**src/rtl/exception_redirect_ctrl.sv**
```systemverilog
// Commit-stage exception arbiter: picks the winning cause, produces the CP0 update,
// and sequences the PC redirect to IF through a drain-then-handshake FSM.
module exception_redirect_ctrl #(
    parameter logic [31:0] VEC_BEV1 = 32'hBFC0_0200,
    parameter logic [31:0] VEC_BEV0 = 32'h8000_0000
) (
    input  logic        clk,
    input  logic        rst,
    input  logic        MEM_Valid,
    input  logic [18:0] MEM_ExceptVec,
    input  logic [31:0] MEM_PC,
    input  logic        MEM_IsInDelaySlot,
    input  logic [31:0] MEM_BadVAddr,
    input  logic        CP0_Status_EXL,
    input  logic        CP0_Status_BEV,
    input  logic [31:0] CP0_EPC,
    input  logic        IF_ReqPending,
    input  logic        Redirect_Ready,
    output logic        Flush_Pipe,
    output logic        Stall_IF,
    output logic        CP0_ExcWr,
    output logic [4:0]  CP0_ExcCode,
    output logic        CP0_BD,
    output logic [31:0] CP0_EPCOut,
    output logic        CP0_BadVAddrWr,
    output logic [31:0] CP0_BadVAddrOut,
    output logic        Redirect_Valid,
    output logic [31:0] Redirect_PC,
    output logic [31:0] Exc_Count
);

    localparam logic [1:0] ST_IDLE  = 2'd0;
    localparam logic [1:0] ST_DRAIN = 2'd1;
    localparam logic [1:0] ST_REDIR = 2'd2;

    logic [1:0]  state;
    logic [1:0]  state_next;
    logic [4:0]  winner;
    logic        fire;
    logic        busy;
    logic        handshake;
    logic        is_eret;
    logic        is_refetch;
    logic        is_refill;
    logic [4:0]  exc_code;
    logic        badv_hit;
    logic [31:0] badv_val;
    logic [31:0] base;
    logic [31:0] target;

    // Lowest set bit wins; scanning downward leaves the smallest index last.
    always_comb begin
        winner = 5'd0;
        for (int i = 18; i >= 0; i--) begin
            if (MEM_ExceptVec[i]) winner = 5'(i);
        end
    end

    assign fire       = !rst && (state == ST_IDLE) && MEM_Valid && (|MEM_ExceptVec);
    assign busy       = !rst && (state != ST_IDLE);
    assign handshake  = (state == ST_REDIR) && Redirect_Ready;
    assign is_eret    = (winner == 5'd8);
    assign is_refetch = (winner == 5'd18);
    assign is_refill  = (winner == 5'd2) || (winner == 5'd13) || (winner == 5'd15);

    always_comb begin
        exc_code = 5'h00;
        badv_hit = 1'b0;
        badv_val = 32'd0;
        case (winner)
            5'd0:  exc_code = 5'h00;
            5'd1:  begin exc_code = 5'h04; badv_hit = 1'b1; badv_val = MEM_PC; end
            5'd2:  begin exc_code = 5'h02; badv_hit = 1'b1; badv_val = MEM_PC; end
            5'd3:  begin exc_code = 5'h02; badv_hit = 1'b1; badv_val = MEM_PC; end
            5'd4:  exc_code = 5'h0A;
            5'd5:  exc_code = 5'h0B;
            5'd6:  exc_code = 5'h08;
            5'd7:  exc_code = 5'h09;
            5'd9:  exc_code = 5'h0C;
            5'd10: exc_code = 5'h0D;
            5'd11: begin exc_code = 5'h04; badv_hit = 1'b1; badv_val = MEM_BadVAddr; end
            5'd12: begin exc_code = 5'h05; badv_hit = 1'b1; badv_val = MEM_BadVAddr; end
            5'd13: begin exc_code = 5'h02; badv_hit = 1'b1; badv_val = MEM_BadVAddr; end
            5'd14: begin exc_code = 5'h02; badv_hit = 1'b1; badv_val = MEM_BadVAddr; end
            5'd15: begin exc_code = 5'h03; badv_hit = 1'b1; badv_val = MEM_BadVAddr; end
            5'd16: begin exc_code = 5'h03; badv_hit = 1'b1; badv_val = MEM_BadVAddr; end
            5'd17: begin exc_code = 5'h01; badv_hit = 1'b1; badv_val = MEM_BadVAddr; end
            default: exc_code = 5'h00;
        endcase
    end

    // Refills with EXL clear use the dedicated vector at the base; everything else goes to +0x180.
    assign base = CP0_Status_BEV ? VEC_BEV1 : VEC_BEV0;

    always_comb begin
        if (is_eret)                          target = CP0_EPC;
        else if (is_refetch)                  target = MEM_PC + 32'd4;
        else if (is_refill && !CP0_Status_EXL) target = base;
        else                                  target = base + 32'h0000_0180;
    end

    assign CP0_ExcWr       = fire && !is_eret && !is_refetch;
    assign CP0_ExcCode     = fire ? exc_code : 5'h00;
    assign CP0_BD          = fire && MEM_IsInDelaySlot;
    assign CP0_EPCOut      = !fire ? 32'd0 : (MEM_IsInDelaySlot ? MEM_PC - 32'd4 : MEM_PC);
    assign CP0_BadVAddrWr  = fire && badv_hit;
    assign CP0_BadVAddrOut = fire ? badv_val : 32'd0;

    assign Flush_Pipe     = fire || busy;
    assign Stall_IF       = fire || busy;
    assign Redirect_Valid = !rst && (state == ST_REDIR);

    always_comb begin
        state_next = state;
        case (state)
            ST_IDLE:  if (fire) state_next = IF_ReqPending ? ST_DRAIN : ST_REDIR;
            ST_DRAIN: if (!IF_ReqPending) state_next = ST_REDIR;
            ST_REDIR: if (Redirect_Ready) state_next = ST_IDLE;
            default:  state_next = ST_IDLE;
        endcase
    end

    // Redirect target is captured at fire so later MEM traffic cannot disturb it.
    always_ff @(posedge clk) begin
        if (rst) begin
            state       <= ST_IDLE;
            Redirect_PC <= 32'd0;
            Exc_Count   <= 32'd0;
        end else begin
            state <= state_next;
            if (fire)      Redirect_PC <= target;
            if (handshake) Exc_Count   <= Exc_Count + 32'd1;
        end
    end

endmodule

```
**config.mk**
```make
export PLATFORM = sky130hd
export DESIGN_NAME = exception_redirect_ctrl
export DESIGN_NICKNAME = d
export VERILOG_FILES = /design/src/rtl/exception_redirect_ctrl.sv
export SDC_FILE = /design/constraint.sdc
export NUM_CORES = 1
export LEC_CHECK = 0
export ABC_AREA = 1
export BUFFER_PORTS_ARGS = -buffer_cell sky130_fd_sc_hd__buf_4
export CORE_AREA = 2 2 123 125
export DETAILED_ROUTE_END_ITERATION = 10
export DIE_AREA = 0 0 125 127
export PLACE_DENSITY = 0.76
export SETUP_SLACK_MARGIN = 0.2
export SYNTH_ARGS = -nofsm -noshare
export SYNTH_HDL_FRONTEND = slang
export SYNTH_SLANG_ARGS = --single-unit
```
**constraint.sdc**
```tcl
create_clock -name clk -period 2.75 [get_ports clk]
set_clock_uncertainty 0.05 [all_clocks]
set_input_delay 0.1375 -clock clk [delete_from_list [all_inputs] [get_ports clk]]
set_output_delay 0.1375 -clock clk [all_outputs]
set_load 0.01 [all_outputs]
```
==> results.cfg <==
[outcome]
outcome = finished, final reports clean

[worst_setup_path]
rr_startpoint = Exc_Count[1]
path_delay_family = simple AND/OR/NAND/NOR gates
crit_start = Exc_Count[1]
path_cells = ha_4 -> inv_2 -> nor2_4 -> nand3_4 -> nor2_4 -> nand2_2 -> nor2_2 -> nand3_1 -> nor2_2 -> nand2_2 -> nor2_4 -> nand3_4 -> nor3_4 -> nand2_2 -> nor2_4 -> nand2_2 -> o21ai_1 -> a21oi_1
critPathCaptureType = register
worstPathArrival_ns = 2.72
cp_slowest_cell = dfxtp_4
critical_path_buf_inv_count = 1
rr_worst_depth = 18
critPathMaxFanout = 6
worstPathRequired_ns = 2.91
rr_endpoint = Exc_Count[26]
start_kind = register
cpPeakStageDelay_ns = 0.37
crit_type = register to register
reg2reg_slack_ns = 0.19

[layout]
synthToLayoutAreaGrowth_pct = 45.0
fill_cells = 1437
layout-drive-gt1-share_pct = 28.4
layout_common_cells = buf_4 (278), nand2_1 (258), inv_1 (130)
layout_commonest_cell = buf_4
nets = 1364
antenna_cells = 0

[min_path]
holdPathEnd = Redirect_PC[2]
worst_hold_path_type = input pin to register
holdCritStartpoint = CP0_EPC[2]
hold_depth = 3

[synth]
synth_fa_ha_area_share_pct = 0.660
synth_flop_cell = dfxtp_1
synthMuxAreaShare_pct = 0
synth_cells = 993
synth_area_um2 = 5690
synth-xor-area-share_pct = 4.16
yosysTopAreaCellShare_pct = 23.2
synth_seq_cells = 66
synth_compound_gate_area_share_pct = 14.9
synth-simple-area-share_pct = 44.3
syn_avg_cell_area_um2 = 5.73
synth_area_leader_cell = dfxtp_1
synth_top_family_by_area = simple AND/OR/NAND/NOR gates
seq_area_frac_synth_pct = 23.2
ys_types = 44
syn_nets = 1119
yosys_warnings = 0
synth_edf_count = 0
synth_top_cells_by_area = dfxtp_1 (23%), nand2_1 (17%), inv_1 (8.8%)
ys_async_sr_fraction_pct = 0

[global_route]
gr-total-overflow = 0
grt_first_pass_wirelength_mm = 32.5
grt.total_usage_pct = 24.7
grt_antenna_before_repair = 0
grt_max_degree = 86
grt_pass1_vias = 6676

[place]
dp_hpwl_mm = 16.2
dp_worst_setup_slack_ns = 0.0788
port_buffers = 260
gp_congestion = 0.907

[drt]
vias_per_cell = 5.07
wl_per_cell_um = 14.4
wirelength_mm = 20.6
vias = 7234
met2_length_mm = 9.75
first_pass_iters = 5
wl_met1_mm = 8.77
top_layer = met4
antenna_left = 0
drt_iter0_markers = 422
drcViolationCount = 0
route.met3.wl_mm = 1.42

[sta]
whs_ns = 0.0238
relSlewSlack_pct = 65.4
report.final.hold_viol_count = 0
drv_slew = 0
rsz0062_at_grt = yes
post-route-period-util_pct = 93.2
setup_tns_ns = 0
tightest_slew_ns = 0.519
setup_ws_ns = 0.188
max_freq_mhz = 390
setup_violations = 0
post-route-min-period_ns = 2.56

[clocking]
numCtsBuffers = 9
cts-root-buf = clkbuf_16
cts_buffer_depth = 2
clk_pin_slew_ns = 0.06
htree_levels = 3
tritoncts = built
cts_sinks = 66
insertion_delay_ns = 0.33
cts_hold_buffers = 0

[pwr]
cellPowerDensity_nw_per_um2 = 327
switching_share_pct = 29.1
p_seq_share_pct = 36.5
p_int_w = 0.00191
power_frac_comb_pct = 24.3
switching_power_w = 0.000785
power.share.clock_pct = 39.1
peakVddDrop_v = 0.000302
p_leak_nw = 3.86

[floorplan]
core-area_um2 = 14400
dieArea_um2 = 15900
die_h_um = 127
die_w_um = 125
fp-row-count = 44
initial_core_util_pct = 39.4
io_pins = 262

[flow_run]
cap_violations = 0
-- state kept, by name (all words and copies together), names as in the netlist --
name and count:
Exc_Count 32, Redirect_PC 32, state 2
-- how the worst max path moves through the flow --
stage	to	slack (ns)	depth (start not counted)
6_report	Exc_Count[26]	0.19	18
5_1_grt	Exc_Count[28]	-0.0005	18
4_1_cts	Exc_Count[26]	0.20	18
3_5_place_dp	CP0_EPCOut[30]	0.08	16
3_3_place_gp	CP0_EPCOut[30]	0.18	16
2_1_floorplan	Exc_Count[28]	0.38	18
-- cell usage after synthesis, types with 3 or more instances --
cell type  number
nand3_1        79
inv_1         133
nand2_1       260
buf_2           5
nor4_1          8
nand3_2         6
nor2_2          5
nand4_1        21
dfxtp_1        66
nor2_4          6
inv_2           4
ha_1            3
o21a_1          6
and3_1          3
buf_4           4
buf_1           5
nand2_2         7
nor3_1         39
xor2_1         23
o21ai_1         4
o21ai_0        38
a21oi_1        95
a31oi_1        12
clkbuf_1       34
xnor2_1         4
nor2_1        102
-- metal layers --
| layer | vias to the layer above | GRT usage [%] |
|---|---|---|
| li1 | 3693 | - |
| met1 | 3198 | 31.0 |
| met2 | 296 | 43.1 |
| met3 | 47 | 3.31 |
| met4 | 0 | 9.74 |
| met5 | - | 0 |
-- per-stage QoR --
step	std cells	total power (W)	instance area (um^2)	utilization, %
6_report	1426	0.00270	8240	57.1
5_1_grt	1426	0.00281	8240	57.1
4_1_cts	1422	0.00270	8160	56.5
3_5_place_dp	1403	0.00165	7830	54.3
3_3_place_gp	1403	0.00165	7830	54.3
2_1_floorplan	993	0.00132	5690	-
-- worst register-to-register path: stages, from the launching register on --
cell and delay [ns]:
dfxtp_4 0.37, ha_4 0.13, inv_2 0.04, nor2_4 0.10
nand3_4 0.09, nor2_4 0.14, nand2_2 0.09, nor2_2 0.08
nand3_1 0.08, nor2_2 0.14, nand2_2 0.08, nor2_4 0.15
nand3_4 0.10, nor3_4 0.24, nand2_2 0.10, nor2_4 0.21
nand2_2 0.08, o21ai_1 0.12, a21oi_1 0.06
-- power groups by stage --
| stage | sequential, W | clock, W | combinational [W] |
|---|---|---|---|
| 2_1_floorplan | 0.00101 | 0 | 0.000305 |
| 3_3_place_gp | 0.00101 | 0 | 0.000641 |
| 3_5_place_dp | 0.00101 | 0 | 0.000645 |
| 4_1_cts | 0.000986 | 0.00107 | 0.000650 |
| 5_1_grt | 0.000987 | 0.00110 | 0.000720 |
| 6_report | 0.000985 | 0.00105 | 0.000656 |
-- cells by family (layout without fill, tap and decap cells) --
| family | after synthesis | in the layout |
|---|---|---|
| other | 1 | 1 |
| AOI/OAI and AO/OA | 160 | 160 |
| DFF | 66 | 66 |
| buffers and inverters | 187 | 436 |
| and+or+nand+nor | 549 | 549 |
| xor gates and xnor gates | 27 | 27 |
| adders and majority gates | 3 | 3 |
-- cell type report --
class | count | area (um^2) | area share (%)
clock buffers | 12 | 256 | 3.11
clock inverters | 3 | 15.0 | 0.182
inverters | 139 | 527 | 6.39
multi-input cells | 740 | 3710 | 45.1
flip-flops and latches | 66 | 1330 | 16.2
well taps | 184 | 230 | 2.79
repair buffers | 282 | 2170 | 26.3
-- what timing repair did --
item / in CTS / in global routing
buffers inserted: 4 / 4
pin swaps: 5 / 12
gates resized for setup: 5 / 19
setup endpoints to repair: 2 / 30
Note: power is estimated with default switching activity, not from simulation.
